### config.mk
export PLATFORM = sky130hd
export DESIGN_NAME = riscv_decode_stage_flat
export DESIGN_NICKNAME = d
export VERILOG_FILES = /design/src/rtl/riscv_decode_stage_if.sv /design/src/rtl/riscv_decode_stage.sv /design/src/flat_wrapper.sv
export SDC_FILE = /design/constraint.sdc
export NUM_CORES = 1
export LEC_CHECK = 0
export ABC_AREA = 1
export ABC_CLOCK_PERIOD_IN_PS = 3400
export CORE_AREA = 2 2 168 170
export DETAILED_ROUTE_END_ITERATION = 7
export DIE_AREA = 0 0 170 172
export GPL_ROUTABILITY_DRIVEN = 0
export SLEW_MARGIN = 20
export SYNTH_ARGS = -nofsm -noshare
export SYNTH_HDL_FRONTEND = slang
export SYNTH_SLANG_ARGS = --single-unit
### constraint.sdc
create_clock -name clk -period 3.4 [get_ports clk]
set_input_delay 0.68 -clock clk [delete_from_list [all_inputs] [get_ports clk]]
set_output_delay 0.68 -clock clk [all_outputs]
set_load 0.005 [all_outputs]
### src/rtl/riscv_decode_stage_if.sv
// Fetch-to-decode handshake and decoded-instruction bus of riscv_decode_stage.
// slave is the decode stage's view; master is the surrounding pipeline's view.
interface riscv_decode_stage_if #(
  parameter int unsigned PC_W = 32
);
  logic            in_valid;
  logic            in_ready;
  logic [31:0]     in_instr;
  logic [PC_W-1:0] in_pc;
  logic            out_valid;
  logic            out_ready;
  logic [PC_W-1:0] out_pc;
  logic [3:0]      out_class;
  logic [2:0]      out_funct3;
  logic            out_alt;
  logic [4:0]      out_rs1;
  logic [4:0]      out_rs2;
  logic [4:0]      out_rd;
  logic            out_rs1_used;
  logic            out_rs2_used;
  logic            out_rd_we;
  logic [31:0]     out_imm;
  logic            out_illegal;

  modport slave (
    input  in_valid, in_instr, in_pc, out_ready,
    output in_ready, out_valid, out_pc, out_class, out_funct3, out_alt,
           out_rs1, out_rs2, out_rd, out_rs1_used, out_rs2_used, out_rd_we,
           out_imm, out_illegal
  );

  modport master (
    output in_valid, in_instr, in_pc, out_ready,
    input  in_ready, out_valid, out_pc, out_class, out_funct3, out_alt,
           out_rs1, out_rs2, out_rd, out_rs1_used, out_rs2_used, out_rd_we,
           out_imm, out_illegal
  );
endinterface

### src/rtl/riscv_decode_stage.sv
// Registered RV32I decode stage: full decode of one instruction per handshake,
// two-entry (head + skid) output buffer, synchronous flush for redirects.
module riscv_decode_stage #(
  parameter int unsigned PC_W         = 32,
  parameter bit          ENABLE_ZICSR = 1'b1,
  parameter bit          ENABLE_FENCE = 1'b1
) (
  input  logic                  clk,
  input  logic                  resetn,
  input  logic                  flush,
  riscv_decode_stage_if.slave   bus
);

  typedef enum logic [3:0] {
    CLS_LUI     = 4'd0,
    CLS_AUIPC   = 4'd1,
    CLS_JAL     = 4'd2,
    CLS_JALR    = 4'd3,
    CLS_BRANCH  = 4'd4,
    CLS_LOAD    = 4'd5,
    CLS_STORE   = 4'd6,
    CLS_OP_IMM  = 4'd7,
    CLS_OP      = 4'd8,
    CLS_SYSTEM  = 4'd9,
    CLS_FENCE   = 4'd10,
    CLS_ILLEGAL = 4'd15
  } cls_e;

  typedef struct packed {
    logic [PC_W-1:0] pc;
    cls_e            cls;
    logic [2:0]      funct3;
    logic            alt;
    logic [4:0]      rs1;
    logic [4:0]      rs2;
    logic [4:0]      rd;
    logic            rs1_used;
    logic            rs2_used;
    logic            rd_we;
    logic [31:0]     imm;
  } entry_t;

  logic [31:0] instr;
  logic [2:0]  f3;
  logic [6:0]  f7;
  logic [31:0] imm_i, imm_s, imm_b, imm_u, imm_j;
  entry_t      dec;
  entry_t      head, skid;
  logic        head_valid, skid_valid;
  logic        accept, pop;

  assign instr = bus.in_instr;
  assign f3    = instr[14:12];
  assign f7    = instr[31:25];

  assign imm_i = {{20{instr[31]}}, instr[31:20]};
  assign imm_s = {{20{instr[31]}}, instr[31:25], instr[11:7]};
  assign imm_b = {{19{instr[31]}}, instr[31], instr[7], instr[30:25], instr[11:8], 1'b0};
  assign imm_u = {instr[31:12], 12'b0};
  assign imm_j = {{11{instr[31]}}, instr[31], instr[19:12], instr[20], instr[30:21], 1'b0};

  // Flags and immediate are only set on legal paths, so illegal words leave them 0.
  always_comb begin
    dec          = '0;
    dec.pc       = bus.in_pc;
    dec.cls      = CLS_ILLEGAL;
    dec.funct3   = f3;
    dec.alt      = instr[30];
    dec.rs1      = instr[19:15];
    dec.rs2      = instr[24:20];
    dec.rd       = instr[11:7];
    if (instr[1:0] == 2'b11) begin
      unique case (instr[6:2])
        5'b01101: begin dec.cls = CLS_LUI;   dec.imm = imm_u; dec.rd_we = 1'b1; end
        5'b00101: begin dec.cls = CLS_AUIPC; dec.imm = imm_u; dec.rd_we = 1'b1; end
        5'b11011: begin dec.cls = CLS_JAL;   dec.imm = imm_j; dec.rd_we = 1'b1; end
        5'b11001: if (f3 == 3'b000) begin
          dec.cls = CLS_JALR; dec.imm = imm_i; dec.rs1_used = 1'b1; dec.rd_we = 1'b1;
        end
        5'b11000: if (f3[2:1] != 2'b01) begin
          dec.cls = CLS_BRANCH; dec.imm = imm_b; dec.rs1_used = 1'b1; dec.rs2_used = 1'b1;
        end
        5'b00000: if (f3 != 3'b011 && f3[2:1] != 2'b11) begin
          dec.cls = CLS_LOAD; dec.imm = imm_i; dec.rs1_used = 1'b1; dec.rd_we = 1'b1;
        end
        5'b01000: if (f3 <= 3'b010) begin
          dec.cls = CLS_STORE; dec.imm = imm_s; dec.rs1_used = 1'b1; dec.rs2_used = 1'b1;
        end
        5'b00100: if (!(f3 == 3'b001 && f7 != 7'b0000000) &&
                      !(f3 == 3'b101 && f7 != 7'b0000000 && f7 != 7'b0100000)) begin
          dec.cls = CLS_OP_IMM; dec.imm = imm_i; dec.rs1_used = 1'b1; dec.rd_we = 1'b1;
        end
        5'b01100: if (f7 == 7'b0000000 ||
                      (f7 == 7'b0100000 && (f3 == 3'b000 || f3 == 3'b101))) begin
          dec.cls = CLS_OP; dec.rs1_used = 1'b1; dec.rs2_used = 1'b1; dec.rd_we = 1'b1;
        end
        5'b11100: if (ENABLE_ZICSR) begin
          dec.cls = CLS_SYSTEM; dec.imm = imm_i; dec.rs1_used = !f3[2]; dec.rd_we = 1'b1;
        end
        5'b00011: if (ENABLE_FENCE) dec.cls = CLS_FENCE;
        default: ;
      endcase
    end
    if (dec.rd == 5'd0) dec.rd_we = 1'b0;
  end

  assign accept = bus.in_valid && !skid_valid;
  assign pop    = head_valid && bus.out_ready;

  // Skid only ever fills behind a valid head and always drains into the head first.
  always_ff @(posedge clk or negedge resetn) begin
    if (!resetn) begin
      head_valid <= 1'b0;
      skid_valid <= 1'b0;
      head       <= '0;
      skid       <= '0;
    end else if (flush) begin
      head_valid <= 1'b0;
      skid_valid <= 1'b0;
    end else if (pop) begin
      if (skid_valid) begin
        head       <= skid;
        skid_valid <= 1'b0;
      end else if (accept) begin
        head       <= dec;
      end else begin
        head_valid <= 1'b0;
      end
    end else if (accept) begin
      if (!head_valid) begin
        head       <= dec;
        head_valid <= 1'b1;
      end else begin
        skid       <= dec;
        skid_valid <= 1'b1;
      end
    end
  end

  assign bus.in_ready     = !skid_valid;
  assign bus.out_valid    = head_valid;
  assign bus.out_pc       = head.pc;
  assign bus.out_class    = head.cls;
  assign bus.out_funct3   = head.funct3;
  assign bus.out_alt      = head.alt;
  assign bus.out_rs1      = head.rs1;
  assign bus.out_rs2      = head.rs2;
  assign bus.out_rd       = head.rd;
  assign bus.out_rs1_used = head.rs1_used;
  assign bus.out_rs2_used = head.rs2_used;
  assign bus.out_rd_we    = head.rd_we;
  assign bus.out_imm      = head.imm;
  assign bus.out_illegal  = (head.cls == CLS_ILLEGAL);

endmodule

### src/flat_wrapper.sv
// flat-port wrapper written by rule: the top's interface ports become plain ports
module riscv_decode_stage_flat 
#(
  parameter int unsigned PC_W         = 32,
  parameter bit          ENABLE_ZICSR = 1'b1,
  parameter bit          ENABLE_FENCE = 1'b1
)
  (clk, resetn, flush, bus_in_valid, bus_in_instr, bus_in_pc, bus_out_ready, bus_in_ready, bus_out_valid, bus_out_pc, bus_out_class, bus_out_funct3, bus_out_alt, bus_out_rs1, bus_out_rs2, bus_out_rd, bus_out_rs1_used, bus_out_rs2_used, bus_out_rd_we, bus_out_imm, bus_out_illegal);
  riscv_decode_stage_if #(.PC_W(PC_W)) bus_i ();
  input  logic clk;
  input  logic resetn;
  input  logic flush;
  input wire logic [$bits(bus_i.in_valid)-1:0] bus_in_valid;
  input wire logic [$bits(bus_i.in_instr)-1:0] bus_in_instr;
  input wire logic [$bits(bus_i.in_pc)-1:0] bus_in_pc;
  input wire logic [$bits(bus_i.out_ready)-1:0] bus_out_ready;
  output wire logic [$bits(bus_i.in_ready)-1:0] bus_in_ready;
  output wire logic [$bits(bus_i.out_valid)-1:0] bus_out_valid;
  output wire logic [$bits(bus_i.out_pc)-1:0] bus_out_pc;
  output wire logic [$bits(bus_i.out_class)-1:0] bus_out_class;
  output wire logic [$bits(bus_i.out_funct3)-1:0] bus_out_funct3;
  output wire logic [$bits(bus_i.out_alt)-1:0] bus_out_alt;
  output wire logic [$bits(bus_i.out_rs1)-1:0] bus_out_rs1;
  output wire logic [$bits(bus_i.out_rs2)-1:0] bus_out_rs2;
  output wire logic [$bits(bus_i.out_rd)-1:0] bus_out_rd;
  output wire logic [$bits(bus_i.out_rs1_used)-1:0] bus_out_rs1_used;
  output wire logic [$bits(bus_i.out_rs2_used)-1:0] bus_out_rs2_used;
  output wire logic [$bits(bus_i.out_rd_we)-1:0] bus_out_rd_we;
  output wire logic [$bits(bus_i.out_imm)-1:0] bus_out_imm;
  output wire logic [$bits(bus_i.out_illegal)-1:0] bus_out_illegal;
  assign bus_i.in_valid = bus_in_valid;
  assign bus_i.in_instr = bus_in_instr;
  assign bus_i.in_pc = bus_in_pc;
  assign bus_i.out_ready = bus_out_ready;
  assign bus_in_ready = bus_i.in_ready;
  assign bus_out_valid = bus_i.out_valid;
  assign bus_out_pc = bus_i.out_pc;
  assign bus_out_class = bus_i.out_class;
  assign bus_out_funct3 = bus_i.out_funct3;
  assign bus_out_alt = bus_i.out_alt;
  assign bus_out_rs1 = bus_i.out_rs1;
  assign bus_out_rs2 = bus_i.out_rs2;
  assign bus_out_rd = bus_i.out_rd;
  assign bus_out_rs1_used = bus_i.out_rs1_used;
  assign bus_out_rs2_used = bus_i.out_rs2_used;
  assign bus_out_rd_we = bus_i.out_rd_we;
  assign bus_out_imm = bus_i.out_imm;
  assign bus_out_illegal = bus_i.out_illegal;
  riscv_decode_stage #(.PC_W(PC_W), .ENABLE_ZICSR(ENABLE_ZICSR), .ENABLE_FENCE(ENABLE_FENCE)) u_core (.clk(clk), .resetn(resetn), .flush(flush), .bus(bus_i));
endmodule
==> qor.csv, run 1 <==
metric,value,unit
status,finished clean,
Commonest cells post-synth,"605 x nand2_1, 248 x nor2_1, 182 x dfrtp_1",
Peak VDD IR,0.289,mV
GR Util All Layers,19.7,%
GRT Residual Overflow,0,
Initial Util,34.7,%
final core utilization,43.8,%
Synth area leader,dfrtp_1,
Critical Path Start Type,input pin,
Die Y,172,microns
GRT busiest layer,met2,
Skew-Pair Late Insertion Delay,440,ps
clock skew,9.35,ps
WL final,28000,microns
vias in the first global route,8381,
DP Wirelength,18800,microns
CP Launch Point,bus_in_instr[5],
CTS H-tree depth,4,
die width,170,microns
RSZ-0062 raised after global routing,false,
Buffers on Ports,161,
Nets,1564,
Setup CP Type,in2reg,
Cells after DPL,1822,
static leakage,6.12,nW
Setup Buffers After CTS,0,
CTS Buffer Depth,2,
final period utilization,77.4,%
Setup TNS Final,0,ps
DRC,0,
Post-Syn Nets,1441,
crit path to,u_core.bus.out_class[1],
"Clk pin slew, worst setup/hold paths",70,ps
Final Instance Count excl. Fillers,1854,
placed cell area,0.0115,sq mm
crit path DAT,2960,ps
Yosys top cell area share,47.8,%
fmax,0.380,GHz
Worst Path Max Fanout,13,
PwrDens,533,mW/mm^2
TritonCTS Buffers,17,
CTS sink cnt,182,
"Seq/Total Area, Yosys",47.8,%
met1 global-route usage,27.2,%
Yosys warnings,0,
HP Class,in2async,
n_diodes,0,
Post-synth ARST share,100,%
largest net degree at the start of global routing,138,
clk root buf,clkbuf_16,
global-route wire length before repair,45400,microns
Critical Path RT,3720,ps
met3 Use GR,4.03,%
vias per cell,4.94,
drt first pass iters,5,
hold_buf cts,0,
DR iter-0 viols,816,
synthesis-to-finish area growth,26.3,%
Max Cap Violations,0,
worst-margin pin slew,948,ps
Tmin final,2630,ps
Syn Std Cell Area,0.00953,sq mm
# rows,61,
Worst Setup End Kind,flop,
reg-to-reg startpoint,u_core.bus.out_valid,
initial antenna violation count,1,
RR Endpoint,u_core.skid[82],
# IOs,162,
#FFs+latches synth,182,
"Top FF cell, synth",dfrtp_1,
Finish-stage setup viols,0,
final non-filler cell area,0.0120,sq mm
share of cells above drive strength 1,5.77,%
"antenna viol nets, final",0,
Netlist cell types,29,
Die ar.,0.0292,sq mm
CTS tree,built,
flop2flop setup slack,1340,ps
fill count,2793,
R2R cell count,6,
largest cells by area after synthesis,"dfrtp_1 48%, nand2_1 24%, nor2_1 9.8%",
average size of a mapped cell,6.94,sq um
post-CTS sizing,0,
"Hold Vio Cnt, Final",0,
Final Max Tran Viols,0,
M2 GR Usage,31.3,%
Slew headroom,36.8,%
Vias,9160,
Mapped Cells,1372,
CORE AREA,0.0275,sq mm
"count leader, synth",nand2_1,
Post-synth EDFFs,0,
routed len/inst,15.1,microns
==> cell families after synthesis <==
| logic type | after synthesis | share of synthesized area, % |
|---|---|---|
| buf+inv | 133 | 6.09 |
| flops | 182 | 47.8 |
| compound gates | 124 | 7.28 |
| simple gates | 933 | 38.8 |
==> where the power goes <==
group          leakage [nW]  switching [mW]  internal [mW]
clock network         0.264           0.941           1.03
registers              2.29           0.287           2.67
logic                  3.57           0.689          0.797
==> stage by stage <==
step	hold WS, ps	power, mW	setup slack [ps]
final	305	6.41	767
after global routing	348	6.79	576
after CTS	349	6.49	825
after detailed placement	465	4.50	359
after global placement	461	4.47	381
after floorplan	384	3.62	1500
==> sequential cells by signal, indices dropped and copies added (netlist names) <==
signal,flops
u_core.bus.out_valid,1
u_core.bus.out_rd,5
u_core.bus.out_funct3,3
u_core.bus.out_rd_we,1
u_core.bus.out_alt,1
u_core.bus.out_rs1,5
u_core.bus.out_class,4
u_core.skid_valid,1
u_core.bus.out_rs2_used,1
u_core.bus.out_imm,32
u_core.skid,90
u_core.bus.out_pc,32
u_core.bus.out_rs2,5
u_core.bus.out_rs1_used,1
==> worst max-delay path, cell delays in order <==
cell and delay (ps):
clkdlybuf4s50_1 740, nand3_4 190, inv_1 110, nand2_1 290, nand2_1 160, nor2_1 70
nand3_1 180, and2_1 220, nand4_1 110, nand2_1 140, nand2_1 60
==> area by class of cell <==
| type | count | area [sq um] | area share [%] |
|---|---|---|---|
| Sequential cell | 182 | 4550 | 37.9 |
| Multi-Input combinational cell | 1057 | 4410 | 36.6 |
| Timing Repair Buffer | 192 | 1900 | 15.8 |
| Tap cell | 346 | 433 | 3.60 |
| Clock buffer | 18 | 429 | 3.57 |
| Inverter | 45 | 171 | 1.42 |
| Clock inverter | 14 | 139 | 1.15 |
==> cells in the final DEF (no fill, tap or decap), drive strengths merged, types with 12 or more instances in the layout <==
master / count
a21oi: 12
a31oi: 52
buf: 31
clkbuf: 19
clkdlybuf4s50: 160
dfrtp: 182
inv: 48
nand2: 607
nand3: 29
nand4: 37
nor2: 255
o21ai: 58
==> routing by layer <==
| metal | vias up | wire, microns |
|---|---|---|
| met5 | - | 12 |
| met4 | 2 | 432 |
| met3 | 27 | 1620 |
| met2 | 285 | 12800 |
| met1 | 4288 | 13200 |
| li1 | 4558 | - |
==> worst min path at each step <==
stage                    startpoint                    end  slack (ps)
floorplan                    resetn     u_core.bus.out_alt         380
global placement    u_core.skid[72]        u_core.skid[72]         460
detailed placement  u_core.skid[66]        u_core.skid[66]         460
CTS                          resetn  u_core.bus.out_pc[28]         350
global route                 resetn  u_core.bus.out_pc[28]         350
finish                       resetn  u_core.bus.out_pc[28]         310
Note: power is estimated with default switching activity, not from simulation.
==> run 2, diff against run 1 <==
ABC_CLOCK_PERIOD_IN_PS = 2350   (was 3400)
clock period = 2.35 ns   (was 3.4 ns; I/O delays follow)
==> qor.csv, run 2 (synthesis results as in run 1) <==
metric,value,unit
Place WS,-161,ps
largest net degree at the start of global routing,88,
CP max stage delay,720,ps
CP bufs+invs,2,
fmax,0.481,GHz
Peak VDD IR,0.422,mV
"antenna viol nets, final",0,
Reg with most FFs,u_core.skid,
final core utilization,45.9,%
GRT Residual Overflow,0,
vias in the first global route,8695,
CORE AREA,0.0275,sq mm
drt first pass iters,5,
Setup CP Type,in2reg,
share of cells above drive strength 1,8.73,%
synthesis-to-finish area growth,32.4,%
Critical Path RT,2730,ps
# rows,61,
WL final,28900,microns
Crit path max-delay family,simple AND/OR/NAND/NOR gates,
Die ar.,0.0292,sq mm
die width,170,microns
Critical Path Start Type,input pin,
Nets,1613,
Worst Path Max Fanout,20,
DRC,0,
clk root buf,clkbuf_16,
most frequent cells in the layout,"604 x nand2_1, 247 x nor2_1, 182 x dfrtp_1",
slowest CP cell,clkdlybuf4s50_1,
Final Instance Count excl. Fillers,1903,
Worst Setup End Kind,flop,
TritonCTS Buffers,17,
DR iter-0 viols,659,
critical path cell sequence,clkdlybuf4s50_1 > nand3_4 > nor2_2 > nand2_1 > nand2_1 > buf_12 > nor2_1 > nand4_1 > nand2_1 > nand2_1 > nand2_1 > nand2_1,
Final Max Tran Viols,0,
Initial Util,34.7,%
worst-margin pin slew,481,ps
static leakage,6.45,nW
reg-to-reg startpoint,u_core.bus.out_valid,
Finish-stage setup viols,0,
max reg flops,90,
final period utilization,88.5,%
n_diodes,0,
fin worst setup slack,270,ps
CP most frequent cell,nand2_1,
initial antenna violation count,0,
CTS H-tree depth,4,
Max Cap Violations,0,
Slew headroom,67.9,%
Die Y,172,microns
Skew-Pair Late Insertion Delay,440,ps
Vias,9225,
Cells after DPL,1870,
post-CTS sizing,0,
routed len/inst,15.2,microns
RSZ-0062 raised after global routing,false,
CTS sink cnt,182,
GR Util All Layers,20.4,%
Buffers on Ports,161,
Pwr Total,9.39,mW
CTS Buffer Depth,2,
DP Wirelength,20100,microns
# IOs,162,
vias per cell,4.85,
"Hold Vio Cnt, Final",0,
PwrDens,744,mW/mm^2
global-route wire length before repair,46900,microns
Tmin final,2080,ps
CTS tree,built,
clock skew,8.96,ps
"Clk pin slew, worst setup/hold paths",80,ps
"most common cell after layout, fill and taps aside",nand2_1,
CP Launch Point,bus_in_instr[6],
HP Class,in2async,
status,finished clean,
crit path DAT,2460,ps
-- run 2: final cells by class --
type | instances | area, sq um
fillers | 2766 | 14900
well taps | 346 | 433
repair buffers | 241 | 2470
inverters | 45 | 171
clock inverters | 14 | 144
flip-flops and latches | 182 | 4550
clock buffers | 18 | 439
multi-input cells | 1057 | 4410
-- run 2: what timing repair did --
item | CTS | global route
setup buffers | 0 | 0
hold endpoints to repair | 10 | 0
hold buffers | 1 | 0
-- run 2: worst paths after layout --
check | endpoint | slack (ps) | depth (start not counted)
worst max-delay path | u_core.bus.out_imm[24] | 270 | 12
worst min-delay path | u_core.skid[88] | 420 | 2
worst max register to register | u_core.bus.out_imm[25] | 710 | 8
worst min register to register | u_core.skid[58] | 480 | 2
max in group asynchronous | u_core.bus.out_imm[27] | 1230 | 3
min in group clk | u_core.skid[58] | 480 | 2
-- run 2: worst register-to-register path, stage by stage (launching register included) --
cell and delay (ps):
dfrtp_1 440, nand2_1 150, o21ai_1 110, nand2_2 120, buf_12 260, buf_4 250, nor2_1 50, nand2_1 90
nand2_1 50
-- run 2: per-layer routing --
metal	vias to the layer above	wire length (microns)	global-route usage, %
met5	-	0	0
met1	4255	13600	27.9
met2	276	13400	33.7
met3	32	1420	3.36
li1	4662	-	-
met4	0	517	5.50
-- run 2: stage by stage --
step	hold slack, ps	area, sq um	setup TNS [ps]
5_1_grt	418	12600	0
3_5_place_dp	320	12000	-5440
3_3_place_gp	321	12000	-4620
4_1_cts	414	12600	0
2_1_floorplan	174	9530	0
6_report	422	12600	0
-- run 2: power by group --
part	switching, mW	internal [mW]	total, mW
combinational	1.01	1.22	2.23
sequential	0.413	3.86	4.28
clock	1.36	1.52	2.88
total	2.79	6.60	9.39
==> run 3, diff against run 2 <==
ABC_CLOCK_PERIOD_IN_PS = 1700   (was 2350)
CTS_BUF_LIST = sky130_fd_sc_hd__clkbuf_4   (was default)
clock period = 1.7 ns   (was 2.35 ns; I/O delays follow)
==> qor.csv, run 3 (synthesis results as in run 1) <==
metric,value,unit
status,finished clean,
vias per cell,4.91,
Int Pwr,7.83,mW
Cells after DPL,1923,
CTS H-tree depth,4,
Critical Path RT,2240,ps
Tmin final,1690,ps
TritonCTS Buffers,17,
synthesis-to-finish area growth,38.8,%
DRC,0,
clk root buf,clkbuf_4,
CORE AREA,0.0275,sq mm
Final Max Tran Viols,0,
Critical Path Start Type,flop,
CP Launch Point,u_core.bus.out_valid,
# IOs,162,
routed len/inst,15.3,microns
reg-to-reg startpoint,u_core.bus.out_valid,
CTS tree,built,
DP Wirelength,21100,microns
Crit path max-delay family,buffers and inverters,
Seq pwr share,49.6,%
Pwr Total,11.9,mW
Reg with most FFs,u_core.skid,
static leakage,7.07,nW
Peak VDD IR,0.460,mV
Place WS,-615,ps
Final Instance Count excl. Fillers,2003,
fmax,0.591,GHz
Finish-stage setup viols,0,
fin worst setup slack,7.61,ps
share of cells above drive strength 1,15.5,%
Combinational Power Share,28.2,%
sw frac,34.0,%
Setup CP Type,reg2reg,
min-delay src,bus_in_instr[14],
die width,170,microns
worst-margin pin slew,395,ps
CP bufs+invs,4,
crit path DAT,2230,ps
CP most frequent cell,buf_4,
final core utilization,48.1,%
most frequent cells in the layout,"601 x nand2_1, 237 x nor2_1, 182 x dfrtp_1",
WL final,30700,microns
Nets,1711,
# rows,61,
Worst Setup End Kind,flop,
Buffers on Ports,161,
GRT Residual Overflow,0,
Skew-Pair Late Insertion Delay,600,ps
vias in the first global route,9141,
Die ar.,0.0292,sq mm
global-route wire length before repair,47800,microns
GR Util All Layers,20.7,%
"antenna viol nets, final",0,
max reg flops,90,
final period utilization,99.6,%
Worst Path Max Fanout,32,
DR iter-0 viols,942,
HP Class,in2reg,
PwrDens,897,mW/mm^2
Die Y,172,microns
CTS sink cnt,182,
Clk pwr share,22.2,%
largest net degree at the start of global routing,69,
Vias,9834,
drt first pass iters,5,
Slew headroom,73.7,%
slowest CP cell,dfrtp_1,
clock skew,35.6,ps
"most common cell after layout, fill and taps aside",nand2_1,
initial antenna violation count,2,
Max Cap Violations,0,
Setup TNS Final,0,ps
RSZ-0062 raised after global routing,true,
critical path cell sequence,buf_4 > buf_4 > nand2_4 > nor2_4 > clkinv_2 > buf_4 > nand2_1 > a31oi_1,
Psw,4.03,mW
Initial Util,34.7,%
"Clk pin slew, worst setup/hold paths",200,ps
"Hold Vio Cnt, Final",0,
CTS Buffer Depth,2,
CP max stage delay,440,ps
[run 3: cell type report]
| cell class | instances | area, sq um |
|---|---|---|
| Timing Repair Buffer | 339 | 3270 |
| Multi-Input combinational cell | 1057 | 4460 |
| Tap cell | 346 | 433 |
| Inverter | 45 | 175 |
| Antenna cell | 2 | 5.00 |
| Clock buffer | 17 | 128 |
| Sequential cell | 182 | 4550 |
| Fill cell | 2799 | 14300 |
| Clock inverter | 15 | 196 |
[run 3: what timing repair did]
| item | CTS | global route |
|---|---|---|
| endpoints found under the setup margin | 93 | 189 |
| resized for setup | 124 | 65 |
| setup buffers | 33 | 11 |
| endpoints found under the hold margin | 182 | 0 |
| hold buffers | 1 | 0 |
| cloned | 0 | 4 |
| pin swaps | 0 | 4 |
[run 3: routing by layer]
metal	vias to the layer above	share of wire [%]	track usage, %
met5	-	0	0
met4	0	2.0	6.35
met3	33	5.4	3.30
met2	294	47	34.1
met1	4642	46	28.2
li1	4865	-	-
[run 3: worst paths after layout]
path	to	slack [ps]	cells past startpoint
max reg2reg	u_core.bus.out_pc[1]	8	8
min in group asynchronous	u_core.skid[85]	140	2
min reg2reg	u_core.bus.out_imm[28]	500	2
min	u_core.bus.out_funct3[2]	120	3
max	u_core.bus.out_pc[1]	8	8
max in group asynchronous	u_core.skid[1]	910	3
[run 3: power by group through the flow]
stage	clock network, mW	logic (mW)	registers (mW)
3_5_place_dp	0	3.24	6.00
5_1_grt	2.88	3.74	6.02
6_report	2.63	3.35	5.88
2_1_floorplan	0	1.32	5.92
4_1_cts	2.74	3.23	5.87
3_3_place_gp	0	3.18	5.97
[run 3: metrics by stage]
stage	hold slack (ps)	instance area, sq um
2_1_floorplan	44.4	9530
3_3_place_gp	246	12500
3_5_place_dp	244	12500
4_1_cts	88.3	13000
5_1_grt	99.0	13200
6_report	119	13200
[run 3: tightest hold or removal path, stage by stage]
cell and delay (ps):
dlymetal6s2s_1 200, nand2_1 100, a31oi_1 80
